### src/rtl/axi_rr_arbiter.sv
// ---------------------------------------------------------------------------
// axi_rr_arbiter
//   N-master to 1-slave AXI4 burst arbiter with round-robin fairness per
//   direction. One read and one write transaction can be in flight at a time.
//   With SHARED_RW=1 reads and writes are mutually exclusive (single-port
//   memory behind the slave port), and a read/write tie is broken by a
//   toggling priority bit.
//
// Ports (master vectors are flattened; master i occupies slice [i*W +: W])
//   clk, rst                 clock (rising edge), asynchronous active-high reset
//   m_ar*  / m_arready       master read-address channels
//   m_r*   / m_rready        read data; payload broadcast, m_rvalid only to owner
//   m_aw*  / m_awready       master write-address channels
//   m_w*   / m_wready        master write-data channels
//   m_b*   / m_bready        write response; m_bresp broadcast, m_bvalid to owner
//   s_*                      single slave port, directions reversed
//   r_grant, w_grant         one-hot owner of each direction, 0 when idle
// ---------------------------------------------------------------------------
module axi_rr_arbiter #(
  parameter int NUM_MASTERS = 2,
  parameter int ADDR_W      = 32,
  parameter int DATA_W      = 64,
  parameter bit SHARED_RW   = 1'b1
) (
  input  logic                                clk,
  input  logic                                rst,
  // master read address
  input  logic [NUM_MASTERS*ADDR_W-1:0]       m_araddr,
  input  logic [NUM_MASTERS*8-1:0]            m_arlen,
  input  logic [NUM_MASTERS*3-1:0]            m_arsize,
  input  logic [NUM_MASTERS*2-1:0]            m_arburst,
  input  logic [NUM_MASTERS-1:0]              m_arvalid,
  output logic [NUM_MASTERS-1:0]              m_arready,
  // master read data
  output logic [DATA_W-1:0]                   m_rdata,
  output logic [1:0]                          m_rresp,
  output logic                                m_rlast,
  output logic [NUM_MASTERS-1:0]              m_rvalid,
  input  logic [NUM_MASTERS-1:0]              m_rready,
  // master write address
  input  logic [NUM_MASTERS*ADDR_W-1:0]       m_awaddr,
  input  logic [NUM_MASTERS*8-1:0]            m_awlen,
  input  logic [NUM_MASTERS*2-1:0]            m_awburst,
  input  logic [NUM_MASTERS-1:0]              m_awvalid,
  output logic [NUM_MASTERS-1:0]              m_awready,
  // master write data
  input  logic [NUM_MASTERS*DATA_W-1:0]       m_wdata,
  input  logic [(NUM_MASTERS*DATA_W/8)-1:0]   m_wstrb,
  input  logic [NUM_MASTERS-1:0]              m_wlast,
  input  logic [NUM_MASTERS-1:0]              m_wvalid,
  output logic [NUM_MASTERS-1:0]              m_wready,
  // master write response
  output logic [1:0]                          m_bresp,
  output logic [NUM_MASTERS-1:0]              m_bvalid,
  input  logic [NUM_MASTERS-1:0]              m_bready,
  // slave read address
  output logic [ADDR_W-1:0]                   s_araddr,
  output logic [7:0]                          s_arlen,
  output logic [2:0]                          s_arsize,
  output logic [1:0]                          s_arburst,
  output logic                                s_arvalid,
  input  logic                                s_arready,
  // slave read data
  input  logic [DATA_W-1:0]                   s_rdata,
  input  logic [1:0]                          s_rresp,
  input  logic                                s_rlast,
  input  logic                                s_rvalid,
  output logic                                s_rready,
  // slave write address
  output logic [ADDR_W-1:0]                   s_awaddr,
  output logic [7:0]                          s_awlen,
  output logic [1:0]                          s_awburst,
  output logic                                s_awvalid,
  input  logic                                s_awready,
  // slave write data
  output logic [DATA_W-1:0]                   s_wdata,
  output logic [(DATA_W/8)-1:0]               s_wstrb,
  output logic                                s_wlast,
  output logic                                s_wvalid,
  input  logic                                s_wready,
  // slave write response
  input  logic [1:0]                          s_bresp,
  input  logic                                s_bvalid,
  output logic                                s_bready,
  // grants
  output logic [NUM_MASTERS-1:0]              r_grant,
  output logic [NUM_MASTERS-1:0]              w_grant
);

  localparam int IDX_W  = $clog2(NUM_MASTERS);
  localparam int STRB_W = DATA_W / 8;

  typedef enum logic [1:0] {R_IDLE, R_ADDR, R_DATA}         r_state_t;
  typedef enum logic [1:0] {W_IDLE, W_ADDR, W_DATA, W_RESP} w_state_t;

  r_state_t         r_state, r_state_nxt;
  w_state_t         w_state, w_state_nxt;
  logic [IDX_W-1:0] r_idx, w_idx;     // index of the current owner
  logic [IDX_W-1:0] rd_ptr, wr_ptr;   // first candidate for the next arbitration
  logic             rw_pri;           // 0: read wins a read/write tie
  logic [IDX_W-1:0] r_pick, w_pick;
  logic             ar_any, aw_any;
  logic             r_go, w_go, r_done, w_done, rw_tie;

  // First requester at or after ptr, wrapping from NUM_MASTERS-1 to 0.
  function automatic logic [IDX_W-1:0] rr_pick(input logic [NUM_MASTERS-1:0] req,
                                               input logic [IDX_W-1:0]       ptr);
    logic [IDX_W-1:0] pick;
    logic             found;
    int               idx;
    pick  = '0;
    found = 1'b0;
    for (int k = 0; k < NUM_MASTERS; k++) begin
      idx = int'(ptr) + k;
      if (idx >= NUM_MASTERS) idx = idx - NUM_MASTERS;
      if (!found && req[idx]) begin
        found = 1'b1;
        pick  = IDX_W'(idx);
      end
    end
    return pick;
  endfunction

  function automatic logic [IDX_W-1:0] next_ptr(input logic [IDX_W-1:0] idx);
    return (idx == IDX_W'(NUM_MASTERS - 1)) ? '0 : idx + 1'b1;
  endfunction

  assign ar_any = |m_arvalid;
  assign aw_any = |m_awvalid;
  assign r_pick = rr_pick(m_arvalid, rd_ptr);
  assign w_pick = rr_pick(m_awvalid, wr_ptr);

  // In shared mode a side may only start while the other side is idle; a
  // simultaneous request from both sides is settled by rw_pri, which flips on
  // every such tie so neither direction can be starved.
  always_comb begin
    rw_tie = SHARED_RW && (r_state == R_IDLE) && (w_state == W_IDLE) && ar_any && aw_any;
    if (SHARED_RW) begin
      r_go = ar_any && (r_state == R_IDLE) && (w_state == W_IDLE) && !(aw_any && rw_pri);
      w_go = aw_any && (w_state == W_IDLE) && (r_state == R_IDLE) && !(ar_any && !rw_pri);
    end else begin
      r_go = ar_any && (r_state == R_IDLE);
      w_go = aw_any && (w_state == W_IDLE);
    end
  end

  // NOTE: sequential state uses non-blocking assignments only, so every
  // register samples the pre-edge value of every other register.
  always_ff @(posedge clk or posedge rst) begin
    if (rst) begin
      r_state <= R_IDLE;
      w_state <= W_IDLE;
      r_idx   <= '0;
      w_idx   <= '0;
      rd_ptr  <= '0;
      wr_ptr  <= '0;
      rw_pri  <= 1'b0;
    end else begin
      r_state <= r_state_nxt;
      w_state <= w_state_nxt;
      if (r_go)   r_idx  <= r_pick;
      if (w_go)   w_idx  <= w_pick;
      if (r_done) rd_ptr <= next_ptr(r_idx);
      if (w_done) wr_ptr <= next_ptr(w_idx);
      if (rw_tie) rw_pri <= ~rw_pri;
    end
  end

  // Payloads are muxed from the owner index; only valid/ready are gated.
  assign s_araddr  = m_araddr [int'(r_idx)*ADDR_W +: ADDR_W];
  assign s_arlen   = m_arlen  [int'(r_idx)*8      +: 8];
  assign s_arsize  = m_arsize [int'(r_idx)*3      +: 3];
  assign s_arburst = m_arburst[int'(r_idx)*2      +: 2];
  assign s_awaddr  = m_awaddr [int'(w_idx)*ADDR_W +: ADDR_W];
  assign s_awlen   = m_awlen  [int'(w_idx)*8      +: 8];
  assign s_awburst = m_awburst[int'(w_idx)*2      +: 2];
  assign s_wdata   = m_wdata  [int'(w_idx)*DATA_W +: DATA_W];
  assign s_wstrb   = m_wstrb  [int'(w_idx)*STRB_W +: STRB_W];
  assign s_wlast   = m_wlast  [w_idx];

  assign m_rdata = s_rdata;
  assign m_rresp = s_rresp;
  assign m_rlast = s_rlast;
  assign m_bresp = s_bresp;

  assign r_grant = (r_state == R_IDLE) ? '0 : (NUM_MASTERS'(1) << r_idx);
  assign w_grant = (w_state == W_IDLE) ? '0 : (NUM_MASTERS'(1) << w_idx);

  // Read direction: next state and handshake routing. Nothing is forwarded in
  // R_IDLE, so there is no combinational path from m_arvalid to m_arready.
  // NOTE: every output of a combinational block gets a default first so that
  // no path through the case leaves it unassigned (which would infer a latch).
  always_comb begin
    r_state_nxt = r_state;
    s_arvalid   = 1'b0;
    s_rready    = 1'b0;
    m_arready   = '0;
    m_rvalid    = '0;
    r_done      = 1'b0;
    unique case (r_state)
      R_IDLE: if (r_go) r_state_nxt = R_ADDR;
      R_ADDR: begin
        s_arvalid        = m_arvalid[r_idx];
        m_arready[r_idx] = s_arready;
        if (m_arvalid[r_idx] && s_arready) r_state_nxt = R_DATA;
      end
      R_DATA: begin
        s_rready        = m_rready[r_idx];
        m_rvalid[r_idx] = s_rvalid;
        if (s_rvalid && m_rready[r_idx] && s_rlast) begin
          r_done      = 1'b1;
          r_state_nxt = R_IDLE;
        end
      end
      default: r_state_nxt = R_IDLE;
    endcase
  end

  // Write direction: AW, then W beats until wlast, then B.
  always_comb begin
    w_state_nxt = w_state;
    s_awvalid   = 1'b0;
    s_wvalid    = 1'b0;
    s_bready    = 1'b0;
    m_awready   = '0;
    m_wready    = '0;
    m_bvalid    = '0;
    w_done      = 1'b0;
    unique case (w_state)
      W_IDLE: if (w_go) w_state_nxt = W_ADDR;
      W_ADDR: begin
        s_awvalid        = m_awvalid[w_idx];
        m_awready[w_idx] = s_awready;
        if (m_awvalid[w_idx] && s_awready) w_state_nxt = W_DATA;
      end
      W_DATA: begin
        s_wvalid        = m_wvalid[w_idx];
        m_wready[w_idx] = s_wready;
        if (m_wvalid[w_idx] && s_wready && m_wlast[w_idx]) w_state_nxt = W_RESP;
      end
      W_RESP: begin
        s_bready        = m_bready[w_idx];
        m_bvalid[w_idx] = s_bvalid;
        if (s_bvalid && m_bready[w_idx]) begin
          w_done      = 1'b1;
          w_state_nxt = W_IDLE;
        end
      end
      default: w_state_nxt = W_IDLE;
    endcase
  end

endmodule

### config.mk
export PLATFORM = sky130hd
export DESIGN_NAME = axi_rr_arbiter
export DESIGN_NICKNAME = d
export VERILOG_FILES = /design/src/rtl/axi_rr_arbiter.sv
export SDC_FILE = /design/constraint.sdc
export NUM_CORES = 1
export LEC_CHECK = 0
export BUFFER_PORTS_ARGS = -buffer_cell sky130_fd_sc_hd__buf_2
export CORE_AREA = 2 2 254 256
export DETAILED_ROUTE_END_ITERATION = 10
export DIE_AREA = 0 0 256 258
export SYNTH_ARGS = -nofsm -noshare
export SYNTH_HDL_FRONTEND = slang
export SYNTH_SLANG_ARGS = --single-unit
### constraint.sdc
create_clock -name clk -period 2.2 [get_ports clk]
set_clock_uncertainty 0.15 [all_clocks]
set_input_delay 0.66 -clock clk [delete_from_list [all_inputs] [get_ports clk]]
set_output_delay 0.66 -clock clk [all_outputs]
set_load 0.02 [all_outputs]
After elaboration in Yosys (flattened, before gate mapping)
Cells that the tools add are included.
{"block": "op_classes", "bitwise": 6, "addsub": 8, "mul": 1, "magnitude_cmp": 12, "reduce_logical": 33, "n_shift": 11, "eq_ne": 12, "div": 0, "mux": 65}
{"cell": "less-than comparator 32 x 3 -> 1 bit (second input constant)", "n": 4}
{"cell": "two-way mux 32 bit", "n": 4}
{"cell": "variable part select 128 x 8 -> 64 bit", "n": 1}
{"cell": "variable part select 64 x 7 -> 32 bit", "n": 2}
{"cell": "variable part select 16 x 5 -> 8 bit", "n": 3}
{"cell": "two-way mux 1 bit", "n": 43}
{"cell": "two-way mux 2 bit", "n": 14}
{"cell": "logical AND 1 bit", "n": 22}
{"cell": "!= test 2 bit (second input constant)", "n": 7}
{"cell": "bitwise AND 2 bit", "n": 5}
{"cell": "one-hot mux 2 bit (4 select lines)", "n": 1}
{"cell": "variable part select 4 x 3 -> 2 bit", "n": 2}
{"cell": "== test 2 bit (second input constant)", "n": 3}
{"cell": "one-hot mux 2 bit (3 select lines)", "n": 1}
{"cell": "variable part select 6 x 4 -> 3 bit", "n": 1}
{"cell": "subtractor 1 x 2 -> 3 bit (second input constant)", "n": 2}
{"cell": "subtractor 2 x 2 -> 3 bit (second input constant)", "n": 2}
{"cell": "zero test 1 bit", "n": 5}
{"cell": "adder 1 x 1 -> 2 bit (second input constant)", "n": 2}
{"cell": "== test 2 x 1 -> 1 bit (second input constant)", "n": 2}
{"cell": ">= comparator 1 x 2 -> 1 bit (second input constant)", "n": 2}
{"cell": ">= comparator 2 bit (second input constant)", "n": 2}
{"cell": "zero test 2 bit", "n": 2}
{"cell": "less-than comparator 1 x 2 -> 1 bit (second input constant)", "n": 2}
{"cell": "9 further kinds", "n": 14}
{"block": "totals", "in_bits": 406, "mem_count": 0, "word_cells": 155, "out_inout_bits": 248, "rom_bits": 0, "ram_bits": 0, "regBits": 9, "latchBits": 0}

Logic depth before layout (Yosys ltp)
{"block": "depth", "ltp_word": 9, "depth_mapped": 5, "mapped_depth_nobuf": 5}

Worst setup path after synthesis
Ideal clock, no wire load.
{"block": "synth_path", "path_type": "reg-to-output", "start": "register w_idx", "end": "output port s_awaddr[11]", "slack_ps": 98, "t_arrival_ps": 1292, "path_buffers": 3, "path_stages_with_launch": 5, "required_ps": 1390, "cell_sequence": "dfrtp_1 -> buf_2 -> buf_4 -> buf_4 -> mux2_2"}
{"block": "synth_via", "elab_chain_cells": 1}
{"element": "start, declared", "line_no": "98", "rtl": "logic [IDX_W-1:0] r_idx, w_idx;"}
{"element": "start signal, assigned", "line_no": "162", "rtl": "if (w_go) w_idx <= w_pick;"}
{"element": "variable part select 64 x 7 -> 32 bit", "line_no": "174", "rtl": "assign s_awaddr = m_awaddr [int'(w_idx)*ADDR_W +: ADDR_W];"}
{"element": "end, declared", "line_no": "70", "rtl": "output logic [ADDR_W-1:0] s_awaddr,"}
No other way between the ends.

Final worst setup path
{"block": "layout_path", "start": "register w_idx", "end": "output port s_awaddr[13]"}
Same word-level chain as after synthesis.

==> out/qor.csv <==
metric,value,unit
status,"finished, violations left",
violations,negative setup slack,
end_kind,output port,
period_share,1.09,
cts_root_buf,clkbuf_16,
ys_top_cells_by_count,"mux2_2 (161), buf_4 (74), buf_2 (14), nor2_1 (12), dfrtp_1 (9)",
yosysTopAreaCell,mux2_2,
holdCritPathClass,input port to async pin,
drive_above_1_share,0.921,
slowest_delay,420,ps
remaining_drc_errors,0,
start_util,0.0500,
area_growth,136,%
drv_cap,0,
avgSynthCellArea,9.45,um^2
syn_inst,337,
overflow,0,
yosysMostFrequentCell,mux2_2,
portBuffers,517,
synth_top_flop_cell,dfrtp_1,
fin_cells,1670,
whs,243,ps
cts_buffer_depth,2,
vias_per_cell,2.72,
crit_type,register to output port,
drt_pre_antenna_iters,4,
ys_ff_latch,9,
cpMaxStageDelayCell,dfrtp_4,
placedCellCount,1640,
ys_seq_area_frac,0.0708,
gp_congestion,0.926,
grt_pass1_wl,30200,um
arrival,1600,ps
clk_pin_slew,40,ps
power_density,1050,mW/mm^2
final.setup.tns,-20540,ps
coreArea,0.0636,mm^2
rsz0062_at_grt,true,
synth-xor-area-share,0.00275,
cts_tree,done,
wl_per_cell,14.0,um
fmax,416,MHz
synth_compound_area_frac,0.0385,
grt_usage,0.0627,
drtAntennaViolNets,0,
place_ws,-24.2,ps
synthAdderAreaFrac,0.0197,
layout_setup_ws,-206,ps
power.leakage,0.00369,uW
die_y,258,um
ys_types,34,
clock-sinks,9,
die_w,256,um
worstPathMaxFanout,14,
grt_max_degree,38,
grt_pass1_vias,4509,
die_area,0.0660,mm^2
final_max_slew_viol_count,0,
power,7920,uW
synth_area_leaders,"mux2_2 (57%), buf_4 (17%), dfrtp_1 (7.1%)",
cp.depth,4,
synth_top_family_by_area,multiplexers,
finalSetupViolCount,148,
drt_iter0_drc,130,
critPathBufInv,3,
antenna_found_initial,12,
num_rows,93,
ctsHtreeMaxLevel,1,
relSlewSlack,0.752,
wl,23400,um
synth-simple-area-share,0.0711,
reg2regPathDepth,7,
worst_skew_pair.late_latency,230,ps
nets,1218,
max_slew.worst_pin.slew,371,ps
irDropWorstVdd,0.000637,V
critPathTopFamily,buffers and inverters,
netlist.area_leader.share,0.570,
ios,654,
synth.mux.area_fraction,0.590,
cts_buffers,3,
min_period,2410,ps
syn_nets,748,
dpl.hpwl,19600,um
mappedNetlistArea,0.00318,mm^2
async_flop_share,1.00,
crit_required,1390,ps
crit_chain,buf_12 > buf_4 > mux2_2 > buf_2,
report.final.hold_viol_count,0,
num_vias,4538,
synth_edf_count,0,
yosys_warnings,0,
start_kind,register,
## final cells by class
class,instances,area (um^2)
Antenna cell,9,22.5
Clock buffer,4,78.8
Fill cell,7318,56100
Inverter,8,30.0
Multi-Input combinational cell,231,2550
Sequential cell,9,231
Tap cell,855,1070
Timing Repair Buffer,554,3530
## where the power goes
part | switching (uW) | internal (uW) | total (uW)
clock network | 76.3 | 242 | 318
registers | 100 | 258 | 358
logic | 3540 | 3700 | 7240
total | 3720 | 4200 | 7920
## what timing repair did
action,in CTS,in global routing
gates cloned,7,1
hold buffers,0,0
gates resized for setup,105,123
setup buffers,7,7
setup endpoints to repair,151,171
pin swaps,1,2
## sequential cells by signal (all words and copies together), names as in the netlist
register	flops
wr_ptr	1
r_state	2
w_state	2
w_idx	1
rd_ptr	1
r_idx	1
rw_pri	1
## layer usage
metal,routed length (um),track usage,vias up
met2,11500,0.110,359
met1,8950,0.0709,2061
met5,13,0,-
met4,953,0.0286,2
li1,-,-,2078
met3,2020,0.0171,38
## worst register-to-register path: stages (launching register included)
cell and delay [ps]:
dfrtp_4 480, buf_12 170, clkbuf_16 250, nand4b_1 180, nand3_1 160, buf_12 130
nand4_2 90, mux2_4 310
## cell families after synthesis
group	Yosys count
mux	167
compound gates	16
fa+ha+maj	5
buf+inv	97
xor+xnor	1
flops	9
simple gates	42
## worst paths after layout
check / slack [ps] / start / to
worst max-delay path: -210 / w_idx / s_awaddr[13]
worst min-delay path: 240 / rst / w_state[0]
worst min register to register: 360 / rw_pri / rw_pri
max in group asynchronous: 1360 / rst / w_idx
worst max register to register: 170 / w_idx / w_state[1]
min in group clk: 360 / rw_pri / rw_pri
## per-stage QoR
step                      utilization  area (um^2)
after floorplan                     -         3180
after global placement          0.101         6450
after detailed placement        0.101         6450
after CTS                       0.112         7100
after global routing            0.118         7510
final                           0.118         7510
## cell usage in the layout (no fill, tap or decap), types with 6 or more instances in the layout
master / instances
mux2_2: 114
nor2_1: 10
dfrtp_1: 6
buf_12: 8
buf_6: 65
mux2_4: 48
inv_1: 6
buf_2: 444
diode_2: 9
buf_4: 28
No activity file was read; power rests on OpenSTA's default activity.
